**config.mk**
```make
export PLATFORM = sky130hd
export DESIGN_NAME = pb_disp_mmio
export DESIGN_NICKNAME = d
export VERILOG_FILES = /design/src/rtl/pb_disp_mmio.sv
export SDC_FILE = /design/constraint.sdc
export NUM_CORES = 1
export LEC_CHECK = 0
export BUFFER_PORTS_ARGS = -buffer_cell sky130_fd_sc_hd__buf_2
export CORE_MARGIN = 2
export CORE_UTILIZATION = 56
export CTS_BUF_LIST = sky130_fd_sc_hd__clkbuf_4 sky130_fd_sc_hd__clkbuf_8
export CTS_CLUSTER_SIZE = 12
export DETAILED_ROUTE_END_ITERATION = 16
export GPL_ROUTABILITY_DRIVEN = 0
export PLACE_DENSITY = 0.78
export SETUP_SLACK_MARGIN = 0.5
export SLEW_MARGIN = 10
export SYNTH_ARGS = -nofsm -noshare
export SYNTH_HDL_FRONTEND = slang
export SYNTH_SLANG_ARGS = --single-unit
export TNS_END_PERCENT = 50
```
**constraint.sdc**
```tcl
create_clock -name clk -period 1.95 [get_ports clk]
set_clock_uncertainty 0.15 [all_clocks]
set_input_delay 0 -clock clk [delete_from_list [all_inputs] [get_ports clk]]
set_output_delay 0 -clock clk [all_outputs]
set_load 0.03 [all_outputs]
```
**src/rtl/pb_disp_mmio.sv**
```systemverilog
// -----------------------------------------------------------------------------
// pb_disp_mmio
//
// Memory-mapped I/O responder on the CPU data bus. It serves debounced
// push-button state at 0xFB and holds four 7-segment digit patterns at
// 0xFC..0xFF. Those patterns are time-multiplexed onto an active-low
// common display.
//
// Optional feature macro: PB_EDGE_EN
//   Defined   : adds a sticky 3-bit rise register pb_edge, read at 0xFA and
//               cleared by a load (re=1) from 0xFA.
//   Undefined : 0xFA reads 8'h00 and re is ignored.
//
// Parameters
//   DEBOUNCE_CYC : cycles a synchronized button level must stay stable (>= 1)
//   SCAN_CYC     : cycles each digit stays lit before the scan advances (>= 1)
//
// Ports
//   clk    in   1  system clock
//   rst    in   1  synchronous active-high reset
//   addr   in   8  CPU data address
//   wdata  in   8  CPU store data
//   we     in   1  store strobe, qualified by addr
//   re     in   1  load strobe, qualified by addr (PB_EDGE_EN only)
//   rdata  out  8  load data, combinational from addr
//   pb_in  in   3  raw buttons, active-high, async; [1]=left [2]=right [0]=spare
//   seg    out  8  segment pattern {dp,g..a}, active-low, registered
//   an     out  4  digit enables, active-low, registered
// -----------------------------------------------------------------------------
module pb_disp_mmio #(
    parameter logic [15:0] DEBOUNCE_CYC = 16'd50000,
    parameter logic [15:0] SCAN_CYC     = 16'd25000
) (
    input  logic       clk,
    input  logic       rst,
    input  logic [7:0] addr,
    input  logic [7:0] wdata,
    input  logic       we,
    input  logic       re,
    output logic [7:0] rdata,
    input  logic [2:0] pb_in,
    output logic [7:0] seg,
    output logic [3:0] an
);

    localparam logic [7:0] ADDR_EDGE = 8'hFA;
    localparam logic [7:0] ADDR_PB   = 8'hFB;

    // Digit registers; index 0..3 maps to 0xFC..0xFF and an[0]..an[3].
    logic [7:0]  d [4];

    logic [2:0]  s1, s2;
    logic [2:0]  pb_stable, stable_nxt;
    logic [15:0] cnt     [3];
    logic [15:0] cnt_nxt [3];

    logic [15:0] scan_cnt;
    logic [1:0]  idx;

    // The digit window is the top four addresses, so the low two address
    // bits select the digit directly.
    logic wr_dig;
    assign wr_dig = we && (addr[7:2] == 6'h3F);

    // -------------------------------------------------------------------------
    // Digit register file
    // -------------------------------------------------------------------------
    // NOTE: the digit array is tiny and must come up blank, so it is reset
    // like ordinary flops; a large RAM would normally be left unreset.
    always_ff @(posedge clk) begin
        if (rst) begin
            for (int i = 0; i < 4; i++) d[i] <= 8'hFF;
        end else if (wr_dig) begin
            d[addr[1:0]] <= wdata;
        end
    end

    // -------------------------------------------------------------------------
    // Synchronizer and per-bit debounce
    // -------------------------------------------------------------------------
    // NOTE: every variable gets a default at the top of an always_comb, so
    // no path through the branches below can leave it unassigned (no latch).
    always_comb begin
        stable_nxt = pb_stable;
        for (int i = 0; i < 3; i++) begin
            cnt_nxt[i] = cnt[i];
            if (s2[i] == pb_stable[i]) begin
                cnt_nxt[i] = '0;
            end else if (cnt[i] == DEBOUNCE_CYC - 16'd1) begin
                stable_nxt[i] = s2[i];
                cnt_nxt[i]    = '0;
            end else begin
                cnt_nxt[i] = cnt[i] + 16'd1;
            end
        end
    end

    // NOTE: sequential state uses non-blocking assignments so that every flop
    // samples the pre-edge values; s1 -> s2 stays a true two-stage chain.
    always_ff @(posedge clk) begin
        if (rst) begin
            s1        <= '0;
            s2        <= '0;
            pb_stable <= '0;
            for (int i = 0; i < 3; i++) cnt[i] <= '0;
        end else begin
            s1        <= pb_in;
            s2        <= s1;
            pb_stable <= stable_nxt;
            for (int i = 0; i < 3; i++) cnt[i] <= cnt_nxt[i];
        end
    end

    // -------------------------------------------------------------------------
    // Optional sticky rise register
    // -------------------------------------------------------------------------
`ifdef PB_EDGE_EN
    logic [2:0] pb_edge;
    logic       clr_edge;
    assign clr_edge = re && (addr == ADDR_EDGE);

    // A rise is flagged on the same edge pb_stable takes the new level. The
    // OR after the clear lets a coincident rise win over the clearing read.
    always_ff @(posedge clk) begin
        if (rst) begin
            pb_edge <= '0;
        end else begin
            pb_edge <= (clr_edge ? 3'b000 : pb_edge) | (stable_nxt & ~pb_stable);
        end
    end
`else
    // Without the edge feature the load strobe has no effect.
    logic unused_re;
    assign unused_re = re;
`endif

    // -------------------------------------------------------------------------
    // Display scan
    // -------------------------------------------------------------------------
    always_ff @(posedge clk) begin
        if (rst) begin
            scan_cnt <= '0;
            idx      <= '0;
            seg      <= 8'hFF;
            an       <= 4'b1111;
        end else begin
            if (scan_cnt == SCAN_CYC - 16'd1) begin
                scan_cnt <= '0;
                idx      <= idx + 2'd1;
            end else begin
                scan_cnt <= scan_cnt + 16'd1;
            end
            // Driven from the current idx/d, so the pins lag them by a cycle.
            an  <= ~(4'b0001 << idx);
            seg <= d[idx];
        end
    end

    // -------------------------------------------------------------------------
    // Zero-wait-state read mux
    // -------------------------------------------------------------------------
    always_comb begin
        rdata = 8'h00;
        if (addr[7:2] == 6'h3F) begin
            rdata = d[addr[1:0]];
        end else if (addr == ADDR_PB) begin
            rdata = {5'b0, pb_stable};
        end
`ifdef PB_EDGE_EN
        else if (addr == ADDR_EDGE) begin
            rdata = {5'b0, pb_edge};
        end
`endif
    end

endmodule

```
==> results.py <==
metrics = {
    "run_status": {
        "status": "finished with violations",
        "failed_checks": "setup timing",
    },
    "placement": {
        "place_ws_ns": -0.07922,
        "port_buffers": 41,
        "dp_hpwl_mm": 7.262,
    },
    "worst_hold_path": {
        "worstHoldStart": "addr[1]",
        "min_to": "d[2][0]$_SDFFCE_PN1P_",
        "worstHoldPathCells": 3,
        "min_path_type": "in -> reg",
    },
    "floorplan": {
        "die_y_um": 101.5,
        "io_pins": 43,
        "core_area_um2": 9240,
        "die_w_um": 101.5,
        "start_util_pct": 57.63,
        "die_area_um2": 10310,
        "fp-row-count": 35,
    },
    "detailed_routing": {
        "vias": 4137,
        "ant_nets": 0,
        "vias_per_cell": 5.479,
        "drt_iter0_drc": 209,
        "dr.pass1.iters": 4,
        "wl_per_cell_um": 16.27,
        "drc": 0,
        "wl_mm": 12.28,
    },
    "grt": {
        "grt_pass1_wl_mm": 19.02,
        "antenna_found_initial": 1,
        "overflow": 0,
        "grt_max_degree": 34,
        "grt_pass1_vias": 4127,
        "track_usage_pct": 24.04,
    },
    "timing": {
        "setup_violations": 50,
        "period_needed_ns": 2.083,
        "hold-worst-slack_ns": 0.03913,
        "grt_setup_unrepaired": "yes",
        "period_share_pct": 106.8,
        "slew_violations": 0,
        "max_freq_mhz": 480.0,
        "tns_ns": -4.558,
        "worstMarginPinSlew_ns": 0.5344,
        "finalHoldViolCount": 0,
        "setup_slack_ns": -0.1333,
        "slew_headroom_pct": 64.33,
    },
    "critical_path": {
        "reg2reg_depth": 6,
        "start_kind": "register",
        "end_kind": "register",
        "reg2reg_from": "scan_cnt[12]$_SDFF_PP0_",
        "worst-setup-path-type": "reg -> reg",
        "r2r_end": "scan_cnt[8]$_SDFF_PP0_",
        "worstPathRequired_ns": 2.12,
        "r2r_setup_slack_ns": -0.13,
        "cp.arrival_ns": 2.25,
        "path_max_fanout": 8,
    },
    "clock_network": {
        "cts_buffers": 17,
        "root_buffer": "clkbuf_8",
        "clock_path_buffers": 2,
        "cts.sinks": 119,
        "clkTransAtPathRegs_ns": 0.07,
        "htreeDepth": 4,
        "clk_latency_ns": 0.43,
        "cts_tree": "built",
    },
    "cells_and_area": {
        "multi_input_area_um2": 2754,
        "nNetsFinal": 644,
        "antenna_cells": 0,
        "areaGrowthSynthToFinish_pct": 32.35,
        "ff_latch_area_um2": 2738,
        "mostFrequentLayoutCells": "dfxtp_1 (71), nor2_1 (60), xnor2_1 (49), buf_4 (38), buf_2 (33)",
        "drive_gt1_share_pct": 36.26,
        "nFillCells": 564,
        "layout_commonest_cell": "dfxtp_1",
    },
    "power": {
        "max-vdd-ir-drop_uv": 538.9,
        "p_leak_uw": 0.002384,
        "powerDensity_nw_per_um2": 794.3,
    },
    "yosys": {
        "yosysSeqAreaShare_pct": 50.75,
        "ys_seq_elements": 119,
        "syn_inst": 509,
        "yosysUniqueCellTypes": 39,
        "yosysWarnings": 0,
        "avgSynthCellArea_um2": 10.46,
        "syn_nets": 540,
        "synth_area_um2": 5325,
    },
    "run": {
        "drv_cap": 0,
    },
}
-- critical path, cell delays in order (launching register included) --
cell	delay, ns
dfxtp_2	0.33
or4bb_1	0.52
or4_4	0.56
nand2b_4	0.11
buf_6	0.10
buf_12	0.14
nor2_1	0.06
-- where the power goes --
group          switching (uW)  internal (uW)  total [uW]  leakage [uW]
clock                    1030           1660        2690      0.000241
combinational             149            154         304       0.00110
sequential               27.6           2580        2610       0.00104
total                    1200           4400        5600       0.00238
-- metrics by stage --
stage	instance area [um2]	cells	util, %	total power [uW]
6_report	7048	755	76.28	5598
5_1_grt	7048	755	76.28	5757
4_1_cts	6803	751	73.62	5589
3_5_place_dp	5936	700	64.24	2898
3_3_place_gp	5936	700	64.24	2888
2_1_floorplan	5355	509	-	2821
-- sequential cells by signal (all words and copies together), names as in the netlist --
signal	cells
pb_stable	3
scan_cnt	16
cnt	48
idx	2
d	32
seg	8
s2	3
s1	3
an	4
-- repair_timing --
action	CTS	global route
hold buffers	16	0
pin swaps	28	37
setup endpoints to repair	85	112
gates resized for setup	61	54
hold endpoints to repair	46	0
cloned	1	0
buffers inserted	2	4
-- how the worst max path moves through the flow --
stage | start | to | slack (ns) | cells past startpoint
2_1_floorplan | cnt[0][43]$_SDFF_PP0_ | cnt[0][43]$_SDFF_PP0_ | -0.07 | 5
3_3_place_gp | cnt[0][43]$_SDFF_PP0_ | cnt[0][47]$_SDFF_PP0_ | -0.03 | 5
3_5_place_dp | cnt[0][23]$_SDFF_PP0_ | cnt[0][24]$_SDFF_PP0_ | -0.08 | 5
4_1_cts | cnt[0][23]$_SDFF_PP0_ | cnt[0][28]$_SDFF_PP0_ | -0.10 | 5
5_1_grt | scan_cnt[12]$_SDFF_PP0_ | scan_cnt[8]$_SDFF_PP0_ | -0.20 | 6
6_report | scan_cnt[12]$_SDFF_PP0_ | scan_cnt[8]$_SDFF_PP0_ | -0.13 | 6
-- layout make-up --
class,count,share of cell area (%)
Multi-Input combinational cell,355,39.07
Sequential cell,119,38.84
Timing Repair Buffer,102,12.00
Clock inverter,15,3.515
Clock buffer,17,3.320
Tap cell,129,2.290
Inverter,18,0.9586
-- layer usage --
| layer | vias to the layer above | track usage, % | routed length [um] |
|---|---|---|---|
| met4 | 2 | 8.316 | 258 |
| met2 | 123 | 43.78 | 6498 |
| li1 | 1985 | - | - |
| met1 | 1995 | 26.27 | 4825 |
| met3 | 32 | 7.591 | 681 |
| met5 | - | 0 | 17 |
-- Yosys cell counts (all sizes together) --
cell type,number,share of area [%]
dfxtp,87,33
nor2,84,5.9
xnor2,49,8.1
edfxtp,32,18
nand2b,30,3.6
nand3,27,2.5
or2,19,2.2
inv,18,1.3
mux4,16,6.8
nor4,16,1.9
nand2,15,1.1
nand4,14,1.6
nor3,14,1.3
clkbuf,10,0.70
nor2b,9,1.1
ha,8,1.9
xor2,8,1.3
buf,7,1.1
a21oi,6,0.56
and2,5,0.59
and3,5,0.59
o21ai,5,0.89
or4,5,0.92
o41ai,3,0.49
or3,3,0.35
or4b,3,0.56
a41o,2,0.38
and4,2,0.33
mux2i,2,0.38
and4b,1,0.19
nor3b,1,0.14
nor4bb,1,0.19
o31ai,1,0.14
or4bb,1,0.21
-- cells by family (layout without fill, tap and decap cells) --
family	after synthesis	after routing	synth area share, %
XOR/XNOR	57	57	9.375
AO/OA/AOI/OAI	17	17	2.467
buffers and inverters	35	152	3.101
multiplexers	18	18	7.143
flip-flops	119	119	50.75
adder cells (fa/ha/maj)	8	8	1.880
AND/OR/NAND/NOR	255	255	25.28
Power figures use the tool's default switching activity.
